`src/rtl/pcie_tl_pkg.sv`:
```
// Shared TLP definitions for the TL TX path: traffic classes, fmt/type codes and class decode.
package pcie_tl_pkg;

    typedef enum logic [1:0] {
        TLP_P   = 2'd0,
        TLP_NP  = 2'd1,
        TLP_CPL = 2'd2
    } tlp_class_e;

    typedef enum logic {
        ST_EMPTY = 1'b0,
        ST_FULL  = 1'b1
    } out_state_e;

    localparam int NUM_CLASSES = 3;

    localparam logic [2:0] FMT_3DW_NODATA = 3'b000;
    localparam logic [2:0] FMT_4DW_NODATA = 3'b001;
    localparam logic [2:0] FMT_3DW_DATA   = 3'b010;
    localparam logic [2:0] FMT_4DW_DATA   = 3'b011;

    localparam logic [4:0] TYPE_MEM  = 5'b00000;
    localparam logic [4:0] TYPE_CPL  = 5'b01010;
    localparam logic [4:0] TYPE_CPLD = 5'b01011;

    // Takes the top header byte (hdr[127:120]) = {fmt[2:0], type[4:0]}.
    function automatic tlp_class_e tlp_class(input logic [7:0] hdr_hi);
        logic [2:0] fmt;
        logic [4:0] typ;
        fmt = hdr_hi[7:5];
        typ = hdr_hi[4:0];
        if (typ == TYPE_CPL || typ == TYPE_CPLD)
            return TLP_CPL;
        if (typ == TYPE_MEM && fmt[1])
            return TLP_P;
        return TLP_NP;
    endfunction

endpackage

```
`src/rtl/pcie_tl_rr_arbiter.sv`:
```
// Combinational round-robin arbiter: first eligible index at or above rr_ptr, wrapping to 0.
module pcie_tl_rr_arbiter #(
    parameter  int N  = 4,
    localparam int IW = (N > 1) ? $clog2(N) : 1
) (
    input  logic [N-1:0]  eligible,
    input  logic [IW-1:0] rr_ptr,
    output logic [N-1:0]  grant,
    output logic [IW-1:0] grant_idx,
    output logic          grant_valid
);

    always_comb begin : search
        int j;
        j           = 0;
        grant       = '0;
        grant_idx   = '0;
        grant_valid = 1'b0;
        for (int i = 0; i < N; i++) begin
            j = int'(rr_ptr) + i;
            if (j >= N)
                j = j - N;
            if (!grant_valid && eligible[j]) begin
                grant_valid = 1'b1;
                grant_idx   = IW'(j);
                grant[j]    = 1'b1;
            end
        end
    end

endmodule

```
`src/rtl/pcie_tl_tx_scheduler.sv`:
```
// TL TX scheduler: round-robin over NUM_REQ single-beat sources into a one-entry output register.
// Define PCIE_TL_FC_CREDIT_EN to gate arbitration with per-class header credits (P/NP/Cpl).
module pcie_tl_tx_scheduler
    import pcie_tl_pkg::*;
#(
    parameter  int NUM_REQ          = 4,
    parameter  int DATA_WIDTH       = 256,
    parameter  int TLP_HEADER_WIDTH = 128,
    parameter  int CREDIT_WIDTH     = 8,
    parameter  int INIT_CREDITS     = 16,
    localparam int IDX_W            = $clog2(NUM_REQ)
) (
    input  logic                                       clk,
    input  logic                                       rst,
    input  logic [NUM_REQ-1:0]                         req_valid,
    input  logic [NUM_REQ-1:0][TLP_HEADER_WIDTH-1:0]   req_header,
    input  logic [NUM_REQ-1:0][DATA_WIDTH-1:0]         req_data,
    output logic [NUM_REQ-1:0]                         req_ready,
    output logic                                       tx_valid,
    output logic [TLP_HEADER_WIDTH-1:0]                tx_header,
    output logic [DATA_WIDTH-1:0]                      tx_data,
    output logic                                       tx_sop,
    output logic                                       tx_eop,
    input  logic                                       tx_ready,
    output logic [IDX_W-1:0]                           tx_grant_id,
    input  logic                                       fc_update_valid,
    input  logic [CREDIT_WIDTH-1:0]                    fc_ph_inc,
    input  logic [CREDIT_WIDTH-1:0]                    fc_nph_inc,
    input  logic [CREDIT_WIDTH-1:0]                    fc_cplh_inc
);

    out_state_e          state_q, state_d;
    logic [NUM_REQ-1:0]  eligible, grant;
    logic [IDX_W-1:0]    grant_idx, rr_ptr_q;
    logic                grant_valid, slot_free, accept;

`ifdef PCIE_TL_FC_CREDIT_EN
    localparam logic [CREDIT_WIDTH+1:0] CRED_MAX = {2'b00, {CREDIT_WIDTH{1'b1}}};

    tlp_class_e              req_class [NUM_REQ];
    logic [CREDIT_WIDTH-1:0] cred_q    [NUM_CLASSES];
    logic [CREDIT_WIDTH-1:0] cred_d    [NUM_CLASSES];
    logic [CREDIT_WIDTH-1:0] cred_inc  [NUM_CLASSES];

    for (genvar i = 0; i < NUM_REQ; i++) begin : g_elig
        assign req_class[i] = tlp_class(req_header[i][TLP_HEADER_WIDTH-1 -: 8]);
        assign eligible[i]  = req_valid[i] && (cred_q[req_class[i]] != '0);
    end

    assign cred_inc[TLP_P]   = fc_update_valid ? fc_ph_inc   : '0;
    assign cred_inc[TLP_NP]  = fc_update_valid ? fc_nph_inc  : '0;
    assign cred_inc[TLP_CPL] = fc_update_valid ? fc_cplh_inc : '0;

    // Return and consumption land in the same cycle as one net update, clamped at all-ones.
    always_comb begin : cred_next
        logic                    dec;
        logic [CREDIT_WIDTH+1:0] sum;
        for (int c = 0; c < NUM_CLASSES; c++) begin
            dec       = accept && (req_class[grant_idx] == tlp_class_e'(c));
            sum       = {2'b00, cred_q[c]} + {2'b00, cred_inc[c]}
                        - {{(CREDIT_WIDTH+1){1'b0}}, dec};
            cred_d[c] = (sum > CRED_MAX) ? '1 : sum[CREDIT_WIDTH-1:0];
        end
    end

    always_ff @(posedge clk or posedge rst) begin
        if (rst) begin
            for (int c = 0; c < NUM_CLASSES; c++)
                cred_q[c] <= CREDIT_WIDTH'(INIT_CREDITS);
        end else begin
            for (int c = 0; c < NUM_CLASSES; c++)
                cred_q[c] <= cred_d[c];
        end
    end
`else
    logic unused_fc;
    assign unused_fc = ^{fc_update_valid, fc_ph_inc, fc_nph_inc, fc_cplh_inc};
    assign eligible  = req_valid;
`endif

    pcie_tl_rr_arbiter #(.N(NUM_REQ)) u_arb (
        .eligible    (eligible),
        .rr_ptr      (rr_ptr_q),
        .grant       (grant),
        .grant_idx   (grant_idx),
        .grant_valid (grant_valid)
    );

    // The slot frees in the same cycle the DLL drains it, allowing one TLP per cycle.
    assign slot_free = (state_q == ST_EMPTY) || tx_ready;
    assign accept    = grant_valid && slot_free;
    assign req_ready = slot_free ? grant : '0;

    always_comb begin
        state_d = state_q;
        if (accept)
            state_d = ST_FULL;
        else if (tx_ready)
            state_d = ST_EMPTY;
    end

    always_ff @(posedge clk or posedge rst) begin
        if (rst)
            state_q <= ST_EMPTY;
        else
            state_q <= state_d;
    end

    always_ff @(posedge clk or posedge rst) begin
        if (rst) begin
            tx_header   <= '0;
            tx_data     <= '0;
            tx_grant_id <= '0;
            rr_ptr_q    <= '0;
        end else if (accept) begin
            tx_header   <= req_header[grant_idx];
            tx_data     <= req_data[grant_idx];
            tx_grant_id <= grant_idx;
            rr_ptr_q    <= (grant_idx == IDX_W'(NUM_REQ - 1)) ? '0 : grant_idx + 1'b1;
        end
    end

    assign tx_valid = (state_q == ST_FULL);
    assign tx_sop   = tx_valid;
    assign tx_eop   = tx_valid;

endmodule

```
`config.mk`:
```
export PLATFORM = sky130hd
export DESIGN_NAME = pcie_tl_tx_scheduler
export DESIGN_NICKNAME = d
export VERILOG_FILES = /design/src/rtl/pcie_tl_pkg.sv /design/src/rtl/pcie_tl_rr_arbiter.sv /design/src/rtl/pcie_tl_tx_scheduler.sv
export SDC_FILE = /design/constraint.sdc
export NUM_CORES = 2
export LEC_CHECK = 0
export ABC_AREA = 1
export BUFFER_PORTS_ARGS = -buffer_cell sky130_fd_sc_hd__buf_2
export CAP_MARGIN = 0
export CORE_AREA = 2 2 756 758
export DETAILED_ROUTE_END_ITERATION = 6
export DIE_AREA = 0 0 758 760
export MAX_ROUTING_LAYER = met4
export SYNTH_ARGS = -nofsm -noshare
export SYNTH_HDL_FRONTEND = slang
export SYNTH_HIERARCHICAL = 1
export SYNTH_SLANG_ARGS = --single-unit
```
`constraint.sdc`:
```
create_clock -name clk -period 26.6 [get_ports clk]
set_clock_uncertainty 0.15 [all_clocks]
set_input_delay 1.33 -clock clk [delete_from_list [all_inputs] [get_ports clk]]
set_output_delay 1.33 -clock clk [all_outputs]
set_load 0.02 [all_outputs]
```
Yosys cells after proc, flatten, opt, wreduce, memory -nomap -nowiden
Index checks and enable logic that the tools add are counted.
{ "word_totals": {"reg_bits": 389, "in_bits": 1568, "output_inout_bits": 393, "word_cells": 88} }
{ "classes": {"n_addsub": 8, "magnitude_cmp": 13, "eq_ne": 1, "mux": 44, "bitwise": 4, "reduce_logical": 13} }
{ "op_table": {"columns": ["cell", "count"], "rows": [
  ["256-bit binary-select mux with 2-bit select", 1],
  ["128-bit binary-select mux with 2-bit select", 1],
  ["256-bit two-way mux", 1],
  ["32-bit by 1-bit greater-or-equal comparator with 1-bit output (second input constant)", 4],
  ["32-bit by 4-bit less-than comparator with 1-bit output (second input constant)", 4],
  ["128-bit two-way mux", 1],
  ["32-bit two-way mux", 4],
  ["32-bit by 4-bit greater-or-equal comparator with 1-bit output (second input constant)", 3],
  ["32-bit by 4-bit subtractor with 32-bit output (second input constant)", 3],
  ["4-bit two-way mux", 5],
  ["1-bit two-way mux", 18],
  ["4-bit bitwise OR", 3],
  ["2-bit two-way mux", 5],
  ["1-bit binary-select mux with 2-bit select", 4],
  ["1-bit demux with 2-bit select", 4],
  ["1-bit logical AND", 8],
  ["2-bit by 2-bit adder with 3-bit output (second input constant)", 2],
  ["2-bit by 3-bit subtractor with 4-bit output (second input constant)", 1],
  ["2-bit by 1-bit adder with 3-bit output (second input constant)", 1],
  ["2-bit by 3-bit greater-or-equal comparator with 1-bit output (second input constant)", 1],
  ["1-bit zero test", 3],
  ["2-bit by 3-bit less-than comparator with 1-bit output (second input constant)", 1],
  ["2-bit by 1-bit adder with 2-bit output (second input constant)", 1],
  ["2-bit equality test (second input constant)", 1],
  ["3 further kinds", 3]
]} }

Logic depth before layout (Yosys ltp)
{ "logic_depth": {"depth_word": 17, "depth_mapped": 19} }

Modules after synthesis
Netlist, hierarchy kept.
{ "by_module_without_submodules": {"columns": ["mod", "n_inst", "cells_each", "area_per_inst_um2", "seq_area_each_um2"], "rows": [
  ["pcie_tl_tx_scheduler", 1, 6134, 33084.2, 9734.3],
  ["pcie_tl_rr_arbiter", 1, 77, 460.4, 0.0]
]} }

Least setup slack after synthesis
OpenSTA, ideal clock, no wires.
{ "synth_path": {"path_type": "input to output", "from": "input req_valid[3]", "to": "output req_ready[0]", "arrival_time_ns": 2.380, "t_required_ns": 25.120, "path_slack_ns": 22.740, "stages": 9, "path_buffers": 0, "path_cell_list": "inv_1 nand2_1 nand3_2 nand2_2 nor2_1 a21oi_1 nand3_1 inv_1 nor2_1"} }
{ "synth_between": {"elab_chain_cells": 14, "elab_cells_between_ends": 29, "cone_classes": "20 x mux; 3 x bitwise; 6 x reduce/logical"} }
{ "synth_rtl": {"columns": ["item", "line_no", "source"], "rows": [
  ["start: declaration", "pcie_tl_tx_scheduler.sv:15", "input logic [NUM_REQ-1:0] req_valid,"],
  ["1-bit binary-select mux with 2-bit select", "pcie_tl_rr_arbiter.sv:23", "if (!grant_valid && eligible[j]) begin"],
  ["1-bit two-way mux (implied by the code) (2 in a row)", "pcie_tl_rr_arbiter.sv:23", null],
  ["1-bit two-way mux", "pcie_tl_rr_arbiter.sv:23", null],
  ["1-bit zero test", "pcie_tl_rr_arbiter.sv:23", null],
  ["1-bit logical AND", "pcie_tl_rr_arbiter.sv:23", null],
  ["1-bit two-way mux", "pcie_tl_rr_arbiter.sv:23", null],
  ["1-bit zero test", "pcie_tl_rr_arbiter.sv:23", null],
  ["1-bit logical AND", "pcie_tl_rr_arbiter.sv:23", null],
  ["1-bit two-way mux", "pcie_tl_rr_arbiter.sv:23", null],
  ["1-bit zero test", "pcie_tl_rr_arbiter.sv:23", null],
  ["1-bit logical AND", "pcie_tl_rr_arbiter.sv:23", null],
  ["4-bit two-way mux *", "pcie_tl_rr_arbiter.sv:23", null],
  ["via grant[0]", "pcie_tl_tx_scheduler.sv:33", "logic [NUM_REQ-1:0] eligible, grant;"],
  ["4-bit two-way mux *", "pcie_tl_tx_scheduler.sv:92", "assign req_ready = slot_free ? grant : '0;"],
  ["end: declaration", "pcie_tl_tx_scheduler.sv:18", "output logic [NUM_REQ-1:0] req_ready,"]
]} }
The timed path passes the listed nets; every way through them passes the cells marked *. The select of a mux whose other input is x is not followed.

Worst setup path in the final report
{ "layout_path": {"from": "register rr_ptr_q[0]", "to": "register tx_header[41]"} }
{ "layout_between": {"elab_chain_cells": 17, "elab_cells_between_ends": 44, "cone_classes": "7 x add/sub; 4 x order compare; 26 x mux; 7 x reduce/logical"} }
{ "layout_rtl": {"columns": ["item", "line_no", "source"], "rows": [
  ["start: declaration", "pcie_tl_tx_scheduler.sv:34", "logic [IDX_W-1:0] grant_idx, rr_ptr_q;"],
  ["start signal: assignment", "pcie_tl_tx_scheduler.sv:119", "rr_ptr_q <= (grant_idx == IDX_W'(NUM_REQ - 1)) ? '0 : grant_idx + 1'b1;"],
  ["parallel branches: the longest is 14 deep, another holds 32-bit by 4-bit subtractor with 32-bit output", null, null],
  ["2-bit two-way mux *", "pcie_tl_rr_arbiter.sv:23", null],
  ["via grant_idx[0]", "pcie_tl_tx_scheduler.sv:34", null],
  ["128-bit binary-select mux with 2-bit select *", "pcie_tl_tx_scheduler.sv:116", "tx_header <= req_header[grant_idx];"],
  ["128-bit two-way mux (implied by the code) *", "pcie_tl_tx_scheduler.sv:116", null],
  ["end signal: assignment", "pcie_tl_tx_scheduler.sv:116", null],
  ["end: declaration", "pcie_tl_tx_scheduler.sv:20", "output logic [TLP_HEADER_WIDTH-1:0] tx_header,"]
]} }
Mark *: on every way through the listed nets, which the timed path passes. The select of a mux whose other input is x is not followed.
A chain may end at the register's enable or synchronous reset.

==> flow_summary.toml <==
[global_route]
met3_usage_pct = 9.150
track_usage_pct = 16.39
antenna_found_initial = 528
grtUsageMet2_pct = 24.79
met1_usage_pct = 18.04
grt_pass1_vias = 43726
grt_max_degree = 183
grt_overflow = 0
grt-busiest-layer = "met2"
grt_pass1_wl_um = 568200

[drt]
vias_per_cell = 2.966
final_antenna_net_count = 0
dr.pass1.iters = 6
wirelength_um = 479400
post_drt_wl_per_cell_um = 29.91
drt_iter0_drc = 3571
route.detailed.drc = 0
vias = 47526

[sta]
slew_headroom_pct = 21.22
fmax_mhz = 140.7
finalHoldViolations = 0
fin_crit_sh_pct = 26.73
period_minus_slack_ns = 7.110
worst_pin_slew_ns = 1.182
drv_slew = 0
finalSetupViolCount = 0
whs_ns = 0.3220
fin_ws_ns = 19.49
rsz0062_at_grt = "false"
fin_tns_setup_ns = 0

[synth]
netlist.top_cell.by_area = "nand2_1"
synth_nets = 7788
synth_top_area_share_pct = 34.63
synth_xor_area_share_pct = 0
synth_cell_types = 22
synth_top_family_by_area = "simple AND/OR/NAND/NOR gates"
synth-simple-area-share_pct = 46.76
avgSynthCellArea_sq_um = 5.401
synth.area.top_cells = "nand2_1 35%, dfrtp_1 29%, inv_1 17%, nand3_1 12%, buf_2 3.1%"
yosys.area_share.adder_pct = 0.3357
synthesis.area_sq_um = 33540
synthTopCellsByCount = "3095 x nand2_1, 1550 x inv_1, 782 x nand3_1"
yosysSeqAreaShare_pct = 29.02
synth-main-ff-cell = "dfrtp_1"
syn_inst = 6211
synthMuxAreaShare_pct = 0
synth-edff-count = 0
synth-compound-area-share_pct = 0.2611
ys_seq_elements = 389
synth_most_common_cell = "nand2_1"
ys_warn_count = 6
async_flop_share_pct = 100.0

[setup_path]
r2r_slack_ns = 19.49
end_kind = "flip-flop"
crit_path_end = "tx_header[41]"
crit_top_cell = "buf_4"
cp_max_fo = 82
arrival_ns = 7.68
crit_path_start = "rr_ptr_q[0]"
rr_startpoint = "rr_ptr_q[0]"
path_cells = "inv_2 -> ha_1 -> inv_1 -> nand3_1 -> nand2_1 -> nor2_1 -> a21oi_1 -> nand3_4 -> buf_4 -> buf_4 -> buf_4 -> buf_4 -> buf_4 -> buf_4 -> nand2_1 -> nand3_1 -> nand2_1 -> nand2_1 -> nand2_1"
cp_slowest_cell = "buf_4"
required_ns = 27.17
reg2reg_depth = 19
reg2reg_to = "tx_header[41]"
slowest_delay_ns = 0.74
critPathKind = "flip-flop to flip-flop"
start_kind = "flip-flop"

[floorplanning]
core_area_sq_um = 567700
fp.dieArea_sq_um = 576100
start_util_pct = 5.909
num_rows = 277
die_x_um = 758
die_y_um = 760
ios = 1961

[cts]
clk_pin_slew_ns = 0.06
clock_sinks = 389
insertion_delay_ns = 0.77
cts-root-buf = "clkbuf_16"
cts.hold.buffers_added = 0
numCtsBuffers = 70
cts_buffer_depth = 4
htreeDepth = 3
cts_resized = 0
cts_tree = "yes"
post-cts-setup-buffers = 0

[final_layout]
finalInstanceArea_sq_um = 54850
nNetsFinal = 9518
syn_to_final_growth_pct = 63.50
filler_cell_count = 67920
final_cells = 16025
final_layout_size_suffix_gt1_share_pct = 26.71

[power_and_ir_drop]
p_per_area_nw_per_um2 = 177.5
p_leak_nw = 32.42
irDropWorstVdd_mv = 0.1332

[job]
max_cap_viol_count = 0

[outcome]
outcome = "completed"

[placement]
dp.final_hpwl_um = 433000
place_area_sq_um = 51190
numPortBuffers = 1935
gp_congestion = 0.9998
post-place-ws_ns = 19.28
dp.cells = 15402

[min_path]
hold_path.class = "flip-flop to flip-flop"
worst min path at each step:
stage          cells past startpoint  slack [ns]    startpoint            end
5_1_grt                            2        0.34   tx_data[69]    tx_data[69]
6_report                           2        0.32  tx_data[153]   tx_data[153]
2_1_floorplan                      2        0.43  tx_data[166]   tx_data[166]
4_1_cts                            2        0.31           rst  tx_header[37]
3_5_place_dp                       2        0.31   tx_data[33]    tx_data[33]
3_3_place_gp                       2        0.31   tx_data[68]    tx_data[68]
registers in the layout (all words and copies together), names as in the netlist:
signal and count:
tx_eop 1, rr_ptr_q 2, tx_data 256, tx_header 128, tx_grant_id 2
layout make-up:
class / count / area, sq um / share of cell area, %
Antenna cell: 505 / 1264 / 2.304
Clock buffer: 85 / 1908 / 3.479
Clock inverter: 33 / 481.7 / 0.8783
Inverter: 1555 / 5867 / 10.70
Multi-Input combinational cell: 3924 / 15910 / 29.01
Sequential cell: 389 / 9734 / 17.75
Tap cell: 7533 / 9425 / 17.19
Timing Repair Buffer: 2001 / 10250 / 18.70
metal layers:
| layer | share of wire, % | vias up | wire length [um] |
|---|---|---|---|
| li1 | - | 21711 | - |
| met1 | 39 | 22176 | 186200 |
| met2 | 43 | 2811 | 208200 |
| met3 | 14 | 828 | 66210 |
| met4 | 3.9 | 0 | 18690 |
| met5 | 0 | - | 0 |
logic make-up after synthesis:
kind of cell | after synthesis
adder cells (fa/ha/maj) | 9
buffers and inverters | 1898
flip-flops | 389
AND/OR/NAND/NOR | 3900
AO/OA/AOI/OAI | 15
cell usage in the layout, fill, tap and decap left out, types with 9 or more instances in the layout:
cell type / synthesis / layout
buf_2: 208 / 1935
buf_4: 23 / 60
bufinv_16: 0 / 10
clkbuf_16: 0 / 70
clkbuf_8: 0 / 10
dfrtp_1: 389 / 389
diode_2: 0 / 505
ha_1: 9 / 9
inv_1: 1550 / 1549
nand2_1: 3095 / 3095
nand3_1: 782 / 780
worst max-delay path: cells and delay by family, from the launching register on:
family          cells  cell delay, ns
buf+inv             8            3.74
flops               1            0.63
compound gates      1            0.20
simple gates        9            1.59
fa+ha+maj           1            0.44
through the flow:
step	util, %	power (mW)
2_1_floorplan	-	5.357
3_3_place_gp	9.017	8.870
3_5_place_dp	9.017	8.863
4_1_cts	9.438	9.965
5_1_grt	9.631	10.59
6_report	9.661	9.737
power breakdown:
part / internal, mW / switching, mW
Clock: 0.608 / 0.419
Combinational: 1.70 / 5.92
Sequential: 0.924 / 0.168
No activity file was read; power rests on OpenSTA's default activity.
